<file path="config.mk">
export PLATFORM = sky130hd
export DESIGN_NAME = alu_issue_ctrl_flat
export DESIGN_NICKNAME = d
export VERILOG_FILES = /design/src/rtl/alu_pkg.sv /design/src/rtl/alu_issue_ctrl_if.sv /design/src/rtl/alu_regfile.sv /design/src/rtl/alu_issue_ctrl.sv /design/src/flat_wrapper.sv
export SDC_FILE = /design/constraint.sdc
export NUM_CORES = 1
export LEC_CHECK = 0
export CORE_MARGIN = 3
export CORE_UTILIZATION = 35
export DETAILED_ROUTE_END_ITERATION = 8
export PLACE_DENSITY = 0.61
export REMOVE_ABC_BUFFERS = 1
export SLEW_MARGIN = 40
export SYNTH_ARGS = -nofsm -noshare
export SYNTH_HDL_FRONTEND = slang
export SYNTH_SLANG_ARGS = --single-unit
</file>
<file path="constraint.sdc">
create_clock -name clk -period 1.9 [get_ports clk]
set_input_delay 0.38 -clock clk [delete_from_list [all_inputs] [get_ports clk]]
set_output_delay 0.38 -clock clk [all_outputs]
set_load 0.005 [all_outputs]
</file>
<file path="src/rtl/alu_pkg.sv">
// alu_pkg: shared widths, ALU op codes, instruction field positions and FSM states
package alu_pkg;
  localparam int DATA_W = 16;
  localparam int NREGS  = 8;
  localparam int AW     = 3;
  localparam logic [2:0] ALU_AND = 3'd0;
  localparam logic [2:0] ALU_OR  = 3'd1;
  localparam logic [2:0] ALU_ADD = 3'd2;
  localparam logic [2:0] ALU_SUB = 3'd3;
  localparam logic [2:0] ALU_NOT = 3'd4;
  localparam logic [2:0] ALU_EQ  = 3'd5;
  localparam logic [2:0] ALU_SHL = 3'd6;
  localparam logic [2:0] ALU_SHR = 3'd7;
  localparam int OP_LSB  = 13;
  localparam int RD_LSB  = 10;
  localparam int RS1_LSB = 7;
  localparam int RS2_LSB = 4;
  typedef enum logic [1:0] {IDLE, ISSUE, WB} state_t;
endpackage

</file>
<file path="src/rtl/alu_issue_ctrl_if.sv">
// alu_issue_ctrl_if: instruction, host-write, ALU and result signals of the issue sequencer
interface alu_issue_ctrl_if;
  import alu_pkg::*;
  logic              instr_valid;
  logic              instr_ready;
  logic [DATA_W-1:0] instr;
  logic              host_we;
  logic [AW-1:0]     host_addr;
  logic [DATA_W-1:0] host_data;
  logic [DATA_W-1:0] alu_a;
  logic [DATA_W-1:0] alu_b;
  logic [2:0]        alu_ctrl;
  logic [DATA_W-1:0] alu_out;
  logic              alu_zero;
  logic              done;
  logic [DATA_W-1:0] res_data;
  logic [AW-1:0]     res_rd;
  logic              zero_flag;
  modport slave (
    input  instr_valid, instr, host_we, host_addr, host_data, alu_out, alu_zero,
    output instr_ready, alu_a, alu_b, alu_ctrl, done, res_data, res_rd, zero_flag
  );
  modport master (
    output instr_valid, instr, host_we, host_addr, host_data, alu_out, alu_zero,
    input  instr_ready, alu_a, alu_b, alu_ctrl, done, res_data, res_rd, zero_flag
  );
endinterface

</file>
<file path="src/rtl/alu_regfile.sv">
// alu_regfile: 8x16 register file, two async read ports, one sync write port
module alu_regfile
  import alu_pkg::*;
(
  input  logic              clk,
  input  logic              rst,
  input  logic              we,
  input  logic [AW-1:0]     waddr,
  input  logic [DATA_W-1:0] wdata,
  input  logic [AW-1:0]     ra1,
  input  logic [AW-1:0]     ra2,
  output logic [DATA_W-1:0] rd1,
  output logic [DATA_W-1:0] rd2
);
  logic [DATA_W-1:0] mem [NREGS];
  always_ff @(posedge clk)
    if (rst) mem <= '{default: '0};
    else if (we) mem[waddr] <= wdata;
  assign rd1 = mem[ra1];
  assign rd2 = mem[ra2];
endmodule

</file>
<file path="src/rtl/alu_issue_ctrl.sv">
// alu_issue_ctrl: IDLE/ISSUE/WB sequencer feeding the ALU from a register file and writing results back
module alu_issue_ctrl
  import alu_pkg::*;
(
  input logic clk,
  input logic rst,
  alu_issue_ctrl_if.slave bus
);
  state_t            state;
  logic [2:0]        op_q;
  logic [AW-1:0]     rd_q, rs1_q, rs2_q;
  logic [DATA_W-1:0] res_q;
  logic              zq, zf, ready_q, done_q;
  logic              rf_we;
  logic [AW-1:0]     rf_waddr;
  logic [DATA_W-1:0] rf_wdata;
  logic [3:0]        unused_rsvd;
  assign unused_rsvd = bus.instr[3:0];
  // WB owns the write port; host writes only land while idle
  always_comb begin
    rf_we    = (state == WB) || (state == IDLE && bus.host_we);
    rf_waddr = (state == WB) ? rd_q : bus.host_addr;
    rf_wdata = (state == WB) ? res_q : bus.host_data;
  end
  alu_regfile u_rf (
    .clk   (clk),
    .rst   (rst),
    .we    (rf_we),
    .waddr (rf_waddr),
    .wdata (rf_wdata),
    .ra1   (rs1_q),
    .ra2   (rs2_q),
    .rd1   (bus.alu_a),
    .rd2   (bus.alu_b)
  );
  assign bus.alu_ctrl    = op_q;
  assign bus.instr_ready = ready_q;
  assign bus.done        = done_q;
  assign bus.res_data    = res_q;
  assign bus.res_rd      = rd_q;
  assign bus.zero_flag   = zf;
  always_ff @(posedge clk)
    if (rst) begin
      state   <= IDLE;
      op_q    <= '0;
      rd_q    <= '0;
      rs1_q   <= '0;
      rs2_q   <= '0;
      res_q   <= '0;
      zq      <= 1'b0;
      zf      <= 1'b0;
      ready_q <= 1'b1;
      done_q  <= 1'b0;
    end else
      case (state)
        IDLE:
          if (bus.instr_valid) begin
            op_q    <= bus.instr[OP_LSB +: 3];
            rd_q    <= bus.instr[RD_LSB +: AW];
            rs1_q   <= bus.instr[RS1_LSB +: AW];
            rs2_q   <= bus.instr[RS2_LSB +: AW];
            ready_q <= 1'b0;
            state   <= ISSUE;
          end
        ISSUE: begin
          res_q  <= bus.alu_out;
          zq     <= bus.alu_zero;
          done_q <= 1'b1;
          state  <= WB;
        end
        WB: begin
          zf      <= zq;
          done_q  <= 1'b0;
          ready_q <= 1'b1;
          state   <= IDLE;
        end
        default: begin
          done_q  <= 1'b0;
          ready_q <= 1'b1;
          state   <= IDLE;
        end
      endcase
endmodule

</file>
<file path="src/flat_wrapper.sv">
// flat-port wrapper written by rule: the top's interface ports become plain ports
module alu_issue_ctrl_flat import alu_pkg::*;
  (clk, rst, bus_instr_valid, bus_instr, bus_host_we, bus_host_addr, bus_host_data, bus_alu_out, bus_alu_zero, bus_instr_ready, bus_alu_a, bus_alu_b, bus_alu_ctrl, bus_done, bus_res_data, bus_res_rd, bus_zero_flag);
  alu_issue_ctrl_if bus_i ();
  input logic clk;
  input logic rst;
  input wire logic [$bits(bus_i.instr_valid)-1:0] bus_instr_valid;
  input wire logic [$bits(bus_i.instr)-1:0] bus_instr;
  input wire logic [$bits(bus_i.host_we)-1:0] bus_host_we;
  input wire logic [$bits(bus_i.host_addr)-1:0] bus_host_addr;
  input wire logic [$bits(bus_i.host_data)-1:0] bus_host_data;
  input wire logic [$bits(bus_i.alu_out)-1:0] bus_alu_out;
  input wire logic [$bits(bus_i.alu_zero)-1:0] bus_alu_zero;
  output wire logic [$bits(bus_i.instr_ready)-1:0] bus_instr_ready;
  output wire logic [$bits(bus_i.alu_a)-1:0] bus_alu_a;
  output wire logic [$bits(bus_i.alu_b)-1:0] bus_alu_b;
  output wire logic [$bits(bus_i.alu_ctrl)-1:0] bus_alu_ctrl;
  output wire logic [$bits(bus_i.done)-1:0] bus_done;
  output wire logic [$bits(bus_i.res_data)-1:0] bus_res_data;
  output wire logic [$bits(bus_i.res_rd)-1:0] bus_res_rd;
  output wire logic [$bits(bus_i.zero_flag)-1:0] bus_zero_flag;
  assign bus_i.instr_valid = bus_instr_valid;
  assign bus_i.instr = bus_instr;
  assign bus_i.host_we = bus_host_we;
  assign bus_i.host_addr = bus_host_addr;
  assign bus_i.host_data = bus_host_data;
  assign bus_i.alu_out = bus_alu_out;
  assign bus_i.alu_zero = bus_alu_zero;
  assign bus_instr_ready = bus_i.instr_ready;
  assign bus_alu_a = bus_i.alu_a;
  assign bus_alu_b = bus_i.alu_b;
  assign bus_alu_ctrl = bus_i.alu_ctrl;
  assign bus_done = bus_i.done;
  assign bus_res_data = bus_i.res_data;
  assign bus_res_rd = bus_i.res_rd;
  assign bus_zero_flag = bus_i.zero_flag;
  alu_issue_ctrl u_core (.clk(clk), .rst(rst), .bus(bus_i));
endmodule
</file>
# Word level (Yosys, flattened, before mapping)
# Cells that the tools add are included.
dict set report word_totals {
  latchBits 0
  ram_bits 0
  inputBits 56
  romBits 0
  mem_count 0
  regBits 162
}
dict set report classes {
  eq_ne 3
  mux 16
  n_addsub 0
  div 0
  reduce_logical 6
  bitwise 4
  shifts 0
  magnitude_cmp 4
  multipliers 0
}
# cell count
set op_table {}
lappend op_table {{$bwmux W128} 1}
lappend op_table {{$bmux W16 S3} 2}
lappend op_table {{$mux W16} 6}
lappend op_table {{$demux W16 S3} 1}
lappend op_table {{$ge A4 B4 Y1 const B} 3}
lappend op_table {{$not A3 Y4} 3}
lappend op_table {{$lt A4 B1 Y1 const B} 1}
lappend op_table {{$pmux W1 S2} 2}
lappend op_table {{$pmux W2 S2} 1}
lappend op_table {{$reduce_and A2 Y1} 2}
lappend op_table {{$mux W3} 1}
lappend op_table {{$eq A2 B1 Y1 const B} 1}
lappend op_table {{$eq A2 B2 Y1 const B} 1}
lappend op_table {{$logic_and A1 B1 Y1} 2}
lappend op_table {{$logic_not A2 Y1} 1}
lappend op_table {{$mux W2} 1}
lappend op_table {{$ne A2 B2 Y1 const B} 1}
lappend op_table {{$logic_or A1 B1 Y1} 1}
lappend op_table {{$mux W1} 1}
lappend op_table {{$not A1 Y1} 1}

# Depth between registers and ports, before layout
# Gate-level depths: netlist (run 1).
dict set report depth {
  word_depth 8
  mapped_depth 8
  mapped_depth_nobuf 4
}

# Cells and area by module
# Synthesis (run 1) repeated with hierarchy kept, for this count alone.
dict set report unflattened {
  hier_cells 873
  hier_area_um2 8217.9
}
# mod cells_per_inst n_inst area_per_inst_um2 seq_area_each_um2
set modules_own_cells {}
lappend modules_own_cells {alu_regfile 705 1 6782.8 2562.5}
lappend modules_own_cells {alu_issue_ctrl 168 1 1435.1 680.7}

# Least setup slack after synthesis (run 1)
# Ideal clock, no wire load.
dict set report synth_path {
  path_kind {register to output}
  startpoint {register u_core.rs1_q[0]}
  endpoint {output bus_alu_a[0]}
  n_path_buf 2
  setup_slack_ps -38
  arrival_time_ps 1558
  path_stages_with_launch 5
  path_cell_list {dfxtp_1 -> buf_2 -> buf_2 -> mux4_2 -> mux2_2}
}
dict set report synth_between {
  elab_chain_cells 4
}
# element line
set synth_lines {}
lappend synth_lines {{start, declared} alu_issue_ctrl.sv:11} ;# logic [AW-1:0] rd_q, rs1_q, rs2_q;
lappend synth_lines {{start signal, assigned} alu_issue_ctrl.sv:60} ;# rs1_q <= bus.instr[RS1_LSB +: AW];
lappend synth_lines {{$not A3 Y4 (implied by the code)} alu_regfile.sv:19} ;# assign rd1 = mem[ra1];
lappend synth_lines {{$bmux W16 S3} alu_regfile.sv:19}
lappend synth_lines {{$mux W16 (implied by the code) (2 in a row)} alu_regfile.sv:19}
lappend synth_lines {{end, declared} flat_wrapper.sv:15} ;# output wire logic [$bits(bus_i.alu_a)-1:0] bus_alu_a;
# Every way passes these cells. The select of a mux whose other input is x is not followed.

# Final worst setup path (run 1)
dict set report layout_path {
  startpoint {register u_core.rs2_q[1]}
  endpoint {output bus_alu_b[11]}
}
dict set report layout_between {
  elab_chain_cells 4
}
# element line
set layout_lines {}
lappend layout_lines {{start, declared} alu_issue_ctrl.sv:11}
lappend layout_lines {{start signal, assigned} alu_issue_ctrl.sv:61} ;# rs2_q <= bus.instr[RS2_LSB +: AW];
lappend layout_lines {{$not A3 Y4 (implied by the code)} alu_regfile.sv:20} ;# assign rd2 = mem[ra2];
lappend layout_lines {{$bmux W16 S3} alu_regfile.sv:20}
lappend layout_lines {{$mux W16 (implied by the code) (2 in a row)} alu_regfile.sv:20}
lappend layout_lines {{end, declared} flat_wrapper.sv:16} ;# output wire logic [$bits(bus_i.alu_b)-1:0] bus_alu_b;
# Every way passes these cells. The select of a mux whose other input is x is not followed.

==> results of run 1 <==
[final cells by class]
cell class	count	area, um^2
Timing Repair Buffer	241	2620
Tap cell	319	399
Clock buffer	18	439
Inverter	2	7.51
Multi-Input combinational cell	509	5100
Fill cell	2067	11800
Sequential cell	162	3260
Clock inverter	14	115
[power by group through the flow]
stage | Clock, mW | Sequential [mW] | Combinational [mW]
6_report | 3.27 | 3.59 | 1.39
5_1_grt | 3.48 | 3.60 | 1.47
4_1_cts | 3.34 | 3.58 | 1.39
3_5_place_dp | 0 | 3.66 | 1.14
3_3_place_gp | 0 | 3.66 | 1.13
2_1_floorplan | 0 | 3.70 | 0.451
[kinds of logic (layout without fill, tap and decap cells)]
| family | Yosys count | after routing | synth area share (%) |
|---|---|---|---|
| mux | 236 | 236 | 40.3 |
| simple gates | 232 | 232 | 15.0 |
| flops | 162 | 162 | 37.8 |
| buf+inv | 64 | 275 | 4.15 |
| compound gates | 41 | 41 | 2.76 |
[path summary, 6_finish.rpt]
kind	from	to	cells after the start	slack, ns
worst max register to register	u_core.state[0]	u_core.u_rf.mem[102]	6	0.07
worst max-delay path	u_core.rs2_q[1]	bus_alu_b[11]	6	-0.50
worst min register to register	u_core.zq	u_core.bus.zero_flag	2	0.45
worst min-delay path	rst	u_core.bus.res_data[15]	3	0.39
[metal layers]
layer	vias to the layer above	wire [um]	GRT usage, %
met5	-	0	0
met4	0	320	4.77
met3	24	1140	3.51
met2	133	12200	32.5
met1	3097	10800	24.2
li1	3007	-	-
[registers in the layout (all words and copies together), names as in the netlist]
register,count
u_core.bus.alu_ctrl,3
u_core.bus.done,1
u_core.bus.instr_ready,1
u_core.bus.res_data,16
u_core.bus.res_rd,3
u_core.bus.zero_flag,1
u_core.rs1_q,3
u_core.rs2_q,3
u_core.state,2
u_core.u_rf.mem,128
u_core.zq,1
[metrics by stage]
step | util [%] | worst slack [ns] | hold slack, ns | power [mW] | std cells
2_1_floorplan | - | -1.21 | 0.426 | 4.15 | 673
3_3_place_gp | 44.2 | -0.323 | 0.440 | 4.79 | 1173
3_5_place_dp | 44.2 | -0.350 | 0.446 | 4.80 | 1173
4_1_cts | 50.2 | -0.520 | 0.384 | 8.32 | 1261
5_1_grt | 50.3 | -0.560 | 0.387 | 8.56 | 1265
6_report | 50.3 | -0.497 | 0.386 | 8.25 | 1265
[timing repair]
action | in CTS | in global routing
setup buffers | 50 | 6
cloned | 6 | 0
resized for setup | 223 | 14
endpoints found under the setup margin | 32 | 121
[critical path, stage by stage (launching register included)]
cell and delay [ns]:
dfxtp_4 0.39, buf_12 0.13, buf_6 0.10, buf_6 0.08
mux4_2 0.48, mux2_4 0.29, buf_6 0.11
[cell usage in the layout, fill, tap and decap left out, types with 6 or more instances in the layout]
master             n
buf_12            24
clkinv_2           6
mux4_2            64
mux2_2           105
a21oi_1           33
mux2_4            55
mux2i_1           12
buf_4             78
buf_6             56
clkdlybuf4s50_1   75
clkbuf_16         17
dfxtp_1          154
nand2_1           68
nor2b_1          129
nor2_1            16
==> metrics.md, run 1 <==
| Metric | Value |
|---|---|
| Clock Latency Late Sink | `0.43 ns` |
| Worst Max-Slew Pin Slew | `about 0.63 ns` |
| Core ar. | `0.0238 mm^2` |
| Tot GR Track Use | `18.8%` |
| Cell area after layout | `0.0119 mm^2` |
| Post-synthesis sequential area ratio | `37.8%` |
| Yosys top cell by area | `dfxtp_1` |
| Vias in the first global route | `6542` |
| Relative slew slack | `57.8%` |
| Mapped cell area | `0.00857 mm^2` |
| DP Area | `0.0105 mm^2` |
| Combinational Power Share | `16.8%` |
| Switching Fraction | `25.4%` |
| Outcome | `finished with violations` |
| # IOs | `113` |
| Syn Area/Cell | `11.7 um^2` |
| Slew Viols, Final | `0` |
| Warning count from the yosys run | `0` |
| P_sw | `2.10 mW` |
| Max Freq | `417 MHz` |
| Layout area overhead | `39.4%` |
| Syn Inst Count | `735` |
| Post-synth top flop | `dfxtp_1` |
| Startpoint Class | `flip-flop` |
| Pwr Density | `690 mW/mm^2` |
| Final Wtd Congestion | `between 0.7 and 0.8` |
| Maximum vdd drop | `0.494 mV` |
| RSZ-0062 raised after global routing | `true` |
| Initial antenna violation count | `0` |
| Die area | `~0.026 mm^2` |
| CP max FO | `6` |
| CP endpoint kind | `output pin` |
| DRC | `0` |
| Hpwl dp | `15000 um` |
| Max-Cap Viols | `0` |
| Clock power share | `39.7%` |
| Int Pwr | `6.15 mW` |
| Share of cells above drive strength 1 | `a little under half` |
| Crit path time final | `2.40 ns` |
| H-tree depth | `4` |
| Die H | `162 um` |
| CTS buffer count | `17` |
| Clock skew | `0.0104 ns` |
| Starting Density | `36.1%` |
| CTS tree | `yes` |
| Leak | `4.83 nW` |
| Final net count | `989` |
| CTS Root Cell | `clkbuf_16` |
| Hold Path Class | `input pin to flip-flop` |
| Number of clock sinks | `162` |
| Largest net degree at the start of global routing | `59` |
| Sequential power share | `between 40% and 50%` |
| Dominant cell by count in the synthesized netlist | `dfxtp_1` |
| Worst-path clk slew | `roughly 0.070 ns` |
| Routed length per placed instance | `around 19 um` |
| Seq cells post-synth | `162` |
| Routed Antenna Nets | `0` |
| Worst EP arrival | `between 2 and 2.5 ns` |
| DRT Pass-1 Iters | `4` |
| Grt ovf | `0` |
| Share of the synthesized area in the top cell type | `37.8%` |
| Worst endpoint required time | `between 1.5 and 2 ns` |
| Drt total wl | `24400 um` |
| FFs w/ async S/R, synth | `0%` |
| Clock buffer depth | `2` |
| Chip Width | `162 um` |
| Antenna cells | `0` |
| Critical path class | `flip-flop to output pin` |
| Post-synth EDFFs | `0` |
| Failing checks | `negative setup slack` |
| Final Worst Setup Slack | `-0.497 ns` |
| Via count | `approximately 6300` |
| Initial DRC Count | `339` |
| Port Buffers | `108` |
| First-pass GRT wire length | `37600 um` |
| Rows | `56` |
| Unique cell type count in the Yosys netlist | `30` |
| Final Setup Violations | `32` |
| Hold-fix buffers, CTS | `0` |
| Final cycle utilization of the critical path | `126%` |
| Post-synth top cells | `dfxtp_1 (162), mux2_2 (136), nor2b_1 (132)` |
| Post-DR vias/cell | `4.95` |
| Top cells by area, synth | `dfxtp_1 (38%), mux2_2 (18%), mux4_2 (17%), nor2b_1 (9.6%), mux2_4 (4.2%)` |
| Setup TNS Final | `-14.22 ns` |
| Final hold viol count | `0` |
(Power assumes the default switching activity.)
==> inputs of run 2 (changes only) <==
--- a/config.mk
+++ b/config.mk
@@ -5,12 +5,13 @@
 export SDC_FILE = /design/constraint.sdc
 export NUM_CORES = 1
 export LEC_CHECK = 0
+export CELL_PAD_IN_SITES_DETAIL_PLACEMENT = 1
+export CELL_PAD_IN_SITES_GLOBAL_PLACEMENT = 1
 export CORE_MARGIN = 3
 export CORE_UTILIZATION = 35
 export DETAILED_ROUTE_END_ITERATION = 8
-export PLACE_DENSITY = 0.61
+export PLACE_DENSITY = 0.72
 export REMOVE_ABC_BUFFERS = 1
-export SLEW_MARGIN = 40
 export SYNTH_ARGS = -nofsm -noshare
 export SYNTH_HDL_FRONTEND = slang
 export SYNTH_SLANG_ARGS = --single-unit
==> metrics.md, run 2 (synthesis results as in run 1) <==
| Metric | Value |
|---|---|
| Port Buffers | `108` |
| Most flops, register | `u_core.u_rf.mem` |
| Die area | `0.0264 mm^2` |
| Starting Density | `a little over a third` |
| Post-Layout Cell Count | `1269` |
| Worst-path clk slew | `0.07 ns` |
| Pwr Density | `between 700 and 800 mW/mm^2` |
| H-tree depth | `4` |
| Multi-input logic area | `between 0.005 and 0.006 mm^2` |
| Worst Max-Slew Pin Slew | `0.387 ns` |
| Largest net degree at the start of global routing | `38` |
| Tot GR Track Use | `between 20% and 30%` |
| Antenna cells | `0` |
| Number of clock sinks | `between 150 and 200` |
| Hold Path Class | `input pin to flip-flop` |
| Max stage delay on crit path | `0.55 ns` |
| Critical path class | `flip-flop to output pin` |
| Reg area | `0.00327 mm^2` |
| Final Setup Violations | `32` |
| Slew Viols, Final | `0` |
| Setup TNS Final | `-15.09 ns` |
| Rows | `between 50 and 60` |
| Worst path slowest cell | `mux4_2` |
| Vias in the first global route | `7328` |
| Post-DR vias/cell | `5.20` |
| Max-Cap Viols | `0` |
| Layout area overhead | `41.4%` |
| CTS tree | `yes` |
| Final hold viol count | `0` |
| CP endpoint kind | `output pin` |
| Initial antenna violation count | `0` |
| CTS Root Cell | `clkbuf_16` |
| Outcome | `finished with violations` |
| DRC | `0` |
| Max Freq | `413 MHz` |
| First-pass GRT wire length | `between 40000 and 50000 um` |
| Most common cell after layout, fill and taps aside | `dfxtp_1` |
| Fillers | `~2400` |
| CP cell instances | `buf_6 > mux4_2 > mux2_4 > buf_6` |
| Routed length per placed instance | `22.6 um` |
| Clock buffer depth | `2` |
| CP max FO | `5` |
| R2r setup slk | `0.09 ns` |
| Final Worst Setup Slack | `-0.521 ns` |
| Routed Antenna Nets | `0` |
| CTS buffer count | `17` |
| Die H | `162 um` |
| Initial DRC Count | `362` |
| Worst endpoint required time | `1.52 ns` |
| Via count | `6599` |
| Final net count | `roughly 1000` |
| DP Area | `0.0106 mm^2` |
| Cell area after layout | `0.0121 mm^2` |
| Clock skew | `0.0100 ns` |
| Post-layout util | `between 50 and 60%` |
| Failing checks | `negative setup slack` |
| Hpwl dp | `16500 um` |
| RSZ-0062 raised after global routing | `true` |
| Clock Latency Late Sink | `0.43 ns` |
| Maximum vdd drop | `0.490 mV` |
| Placed Cells | `1177` |
| Worst path most repeated cell | `buf_6` |
| Leak | `~4.9 nW` |
| Grt ovf | `0` |
| Drt total wl | `28600 um` |
| Chip Width | `roughly 160 um` |
| # IOs | `around 110` |
| Max reg flops | `128` |
| Core ar. | `0.0238 mm^2` |
| Relative slew slack | `between 70% and 80%` |
| DRT Pass-1 Iters | `5` |
| Worst EP arrival | `2.04 ns` |
| Most frequent cells in the layout | `dfxtp_1 (154), nor2b_1 (129), mux2_2 (104)` |
| Hold slack | `0.462 ns` |
| Final Wtd Congestion | `about 0.75` |
| Final cycle utilization of the critical path | `127%` |
| Crit path time final | `approximately 2.4 ns` |
| Share of cells above drive strength 1 | `47.2%` |
| Startpoint Class | `flip-flop` |
run 2: cell type report:
| cell class | instances | area share, % |
|---|---|---|
| Clock inverter | 10 | 1.70 |
| Tap cell | 319 | 3.29 |
| Timing Repair Buffer | 247 | 22.1 |
| Clock buffer | 20 | 3.68 |
| Sequential cell | 162 | 27.0 |
| Multi-Input combinational cell | 509 | 42.2 |
| Inverter | 2 | 0.0619 |
run 2: worst max-delay path: cells and delay by family (launching register included):
family / cells / cell delay, ns
buf+inv: 2 / 0.30
flops: 1 / 0.42
mux: 2 / 0.86
run 2: final timing paths:
check,from,end,cells after the start
worst max register to register,u_core.state[1],u_core.u_rf.mem[101],5
worst max-delay path,u_core.rs2_q[1],bus_alu_b[15],4
worst min-delay path,rst,u_core.u_rf.mem[66],3
worst min register to register,u_core.zq,u_core.bus.zero_flag,2
run 2: stage by stage:
step / power (mW) / setup slack [ns]
CTS: 9.02 / -0.522
detailed placement: 4.85 / -0.317
floorplan: 4.15 / -1.21
global placement: 4.82 / -0.328
global route: 9.27 / -0.567
finish: 8.98 / -0.521
run 2: layer usage:
metal / up-vias / global-route usage [%] / wire length [um]
li1: 3015 / - / -
met4: 0 / 6.48 / 640
met2: 179 / 39.6 / 14700
met5: - / 0 / 0
met3: 43 / 4.35 / 1050
met1: 3362 / 27.1 / 12300
run 2: report_power, final:
part           leakage [nW]  switching [mW]  total (mW)  internal (mW)
Combinational          3.30           0.598        1.43          0.836
Clock                 0.316            1.46        3.95           2.49
Sequential             1.32          0.0985        3.60           3.50
Total                  4.93            2.16        8.98           6.82
run 2: repair_timing:
| action | in CTS | in global routing |
|---|---|---|
| hold buffers | 0 | 0 |
| gates resized for setup | 228 | 17 |
| setup endpoints to repair | 85 | 62 |
| cloned | 6 | 0 |
| setup buffers | 59 | 4 |
==> inputs of run 3 (changes only) <==
--- a/config.mk
+++ b/config.mk
@@ -7,8 +7,9 @@
 export LEC_CHECK = 0
 export CELL_PAD_IN_SITES_DETAIL_PLACEMENT = 1
 export CELL_PAD_IN_SITES_GLOBAL_PLACEMENT = 1
-export CORE_MARGIN = 3
+export CORE_MARGIN = 1
 export CORE_UTILIZATION = 35
+export CTS_BUF_LIST = sky130_fd_sc_hd__clkbuf_8
 export DETAILED_ROUTE_END_ITERATION = 8
 export PLACE_DENSITY = 0.72
 export REMOVE_ABC_BUFFERS = 1
==> metrics.md, run 3 (synthesis results as in run 1) <==
| Metric | Value |
|---|---|
| Max reg flops | `128` |
| Clock power share | `31.7%` |
| Failing checks | `negative setup slack` |
| CTS Root Cell | `clkbuf_8` |
| CP max FO | `5` |
| Crit path time final | `2.50 ns` |
| Sequential power share | `49.4%` |
| Final Worst Setup Slack | `-0.600 ns` |
| Tot GR Track Use | `between 20 and 25%` |
| Outcome | `finished with violations` |
| Die area | `0.0251 mm^2` |
| Max-Cap Viols | `0` |
| Maximum vdd drop | `0.325 mV` |
| End of the critical path | `bus_alu_a[6]` |
| Max stage delay on crit path | `roughly 0.48 ns` |
| Reg area | `0.00327 mm^2` |
| Antenna cells | `0` |
| Int Pwr | `5.28 mW` |
| Worst path slowest cell | `mux4_2` |
| Worst EP arrival | `~2.1 ns` |
| Reg2reg end | `u_core.u_rf.mem[106]` |
| Worst-path clk slew | `0.08 ns` |
| Combinational Power Share | `18.8%` |
| Slew Viols, Final | `0` |
| DRC | `0` |
| Initial DRC Count | `383` |
| Startpoint Class | `flip-flop` |
| Share of cells above drive strength 1 | `46.0%` |
| Via count | `6399` |
| P_sw | `1.98 mW` |
| H-tree depth | `4` |
| RSZ-0062 raised after global routing | `true` |
| Chip Width | `about 160 um` |
| Port Buffers | `108` |
| CTS buffer count | `17` |
| Crit. Startpoint | `u_core.rs1_q[1]` |
| Most common cell after layout, fill and taps aside | `dfxtp_1` |
| Final hold viol count | `0` |
| Worst Reg-to-Reg Cells | `7` |
| Multi-input logic area | `0.00512 mm^2` |
| CTS tree | `yes` |
| Hold slack | `between 0.3 and 0.4 ns` |
| Fillers | `between 2000 and 2500` |
| RR Startpoint | `u_core.state[0]` |
| Setup TNS Final | `-16.36 ns` |
| Vias in the first global route | `7094` |
| Grt ovf | `0` |
| Layout area overhead | `35.8%` |
| Final Wtd Congestion | `0.737` |
| Most flops, register | `u_core.u_rf.mem` |
| Clock skew | `0.00994 ns` |
| Routed Antenna Nets | `0` |
| Critical path class | `flip-flop to output pin` |
| Drt total wl | `26200 um` |
| Routed length per placed instance | `21.0 um` |
| Rows | `56` |
| Core ar. | `between 0.02 and 0.025 mm^2` |
| Final Setup Violations | `32` |
| Pwr Density | `623 mW/mm^2` |
| Most frequent cells in the layout | `dfxtp_1 (154), nor2b_1 (129), mux2_2 (104)` |
| Worst endpoint required time | `around 1.5 ns` |
| Number of clock sinks | `between 150 and 200` |
| Post-DR vias/cell | `approximately 5` |
| Switching Fraction | `27.3%` |
| Largest net degree at the start of global routing | `46` |
| Leak | `between 4 and 5 nW` |
| Starting Density | `~36%` |
| Worst path most repeated cell | `buf_12` |
| Hpwl dp | `16300 um` |
| Final net count | `970` |
| R2r setup slk | `0.11 ns` |
| Initial antenna violation count | `0` |
| CP cell instances | `buf_12 > buf_12 > buf_16 > mux4_2 > mux2_4 > buf_6` |
| Relative slew slack | `roughly three quarters` |
| First-pass GRT wire length | `40400 um` |
| Max Freq | `roughly 400 MHz` |
| Worst Max-Slew Pin Slew | `0.401 ns` |
| Die H | `158 um` |
| Final cycle utilization of the critical path | `132%` |
| Hold-fix buffers, CTS | `0` |
| Clock buffer depth | `2` |
| DRT Pass-1 Iters | `4` |
| Hold Path Class | `input pin to flip-flop` |
| CP endpoint kind | `output pin` |
| Clock Latency Late Sink | `0.47 ns` |
| # IOs | `about 110` |
[run 3: cell types whose count changed in the layout (fill, tap and decap cells not counted), moves of 6 or more]
cell and change:
clkbuf_16 -16, buf_4 -17, buf_6 -12, clkbuf_8 +19, bufinv_16 -6
[run 3: worst min-delay path by stage]
stage | startpoint | end | slack (ns) | depth (start not counted)
final | rst | u_core.bus.res_data[11] | 0.40 | 3
after detailed placement | u_core.zq | u_core.zq | 0.45 | 2
after floorplan | u_core.zq | u_core.bus.zero_flag | 0.43 | 2
after global routing | rst | u_core.bus.res_data[11] | 0.38 | 3
after CTS | rst | u_core.bus.res_data[11] | 0.38 | 3
after global placement | u_core.zq | u_core.bus.zero_flag | 0.44 | 2
[run 3: power by group through the flow]
stage          Combinational (mW)  Sequential, mW  Clock, mW
6_report                     1.37            3.59       2.30
5_1_grt                      1.45            3.60       2.50
4_1_cts                      1.39            3.58       2.35
3_5_place_dp                 1.17            3.67          0
3_3_place_gp                 1.15            3.66          0
2_1_floorplan               0.451            3.70          0
[run 3: timing repair]
item,4_1_cts,5_1_grt
pin swaps,0,2
endpoints found under the setup margin,73,93
setup buffers,36,2
resized for setup,225,16
hold endpoints to repair,0,0
cloned,6,1
[run 3: area by class of cell]
class                   count  share of cell area, %
flip-flops and latches    162                   28.0
repair buffers            222                   21.5
inverters                   2                 0.0645
clock buffers              20                   2.36
clock inverters            11                  0.569
multi-input cells         509                   44.0
well taps                 319                   3.43
[run 3: metrics by stage]
step	util, %	std cells	cell area, um^2	setup slack [ns]	total power, mW
after floorplan	-	673	8220	-1.21	4.15
after global placement	44.6	1176	10600	-0.335	4.81
after detailed placement	44.6	1176	10600	-0.352	4.84
after CTS	49.1	1247	11700	-0.620	7.32
after global routing	49.0	1245	11600	-0.669	7.55
final	49.0	1245	11600	-0.600	7.26
[run 3: layer usage]
metal	share of wire (%)	up-vias	global-route usage [%]
met5	0	-	0
met4	2.5	0	8.97
met3	4.0	43	4.00
met2	52	158	39.8
met1	41	3240	25.9
li1	-	2958	-
[run 3: critical path, delay by kind of cell (launching register included)]
family	cells	cell delay (ns)
buf+inv	4	0.49
mux	2	0.77
flops	1	0.38
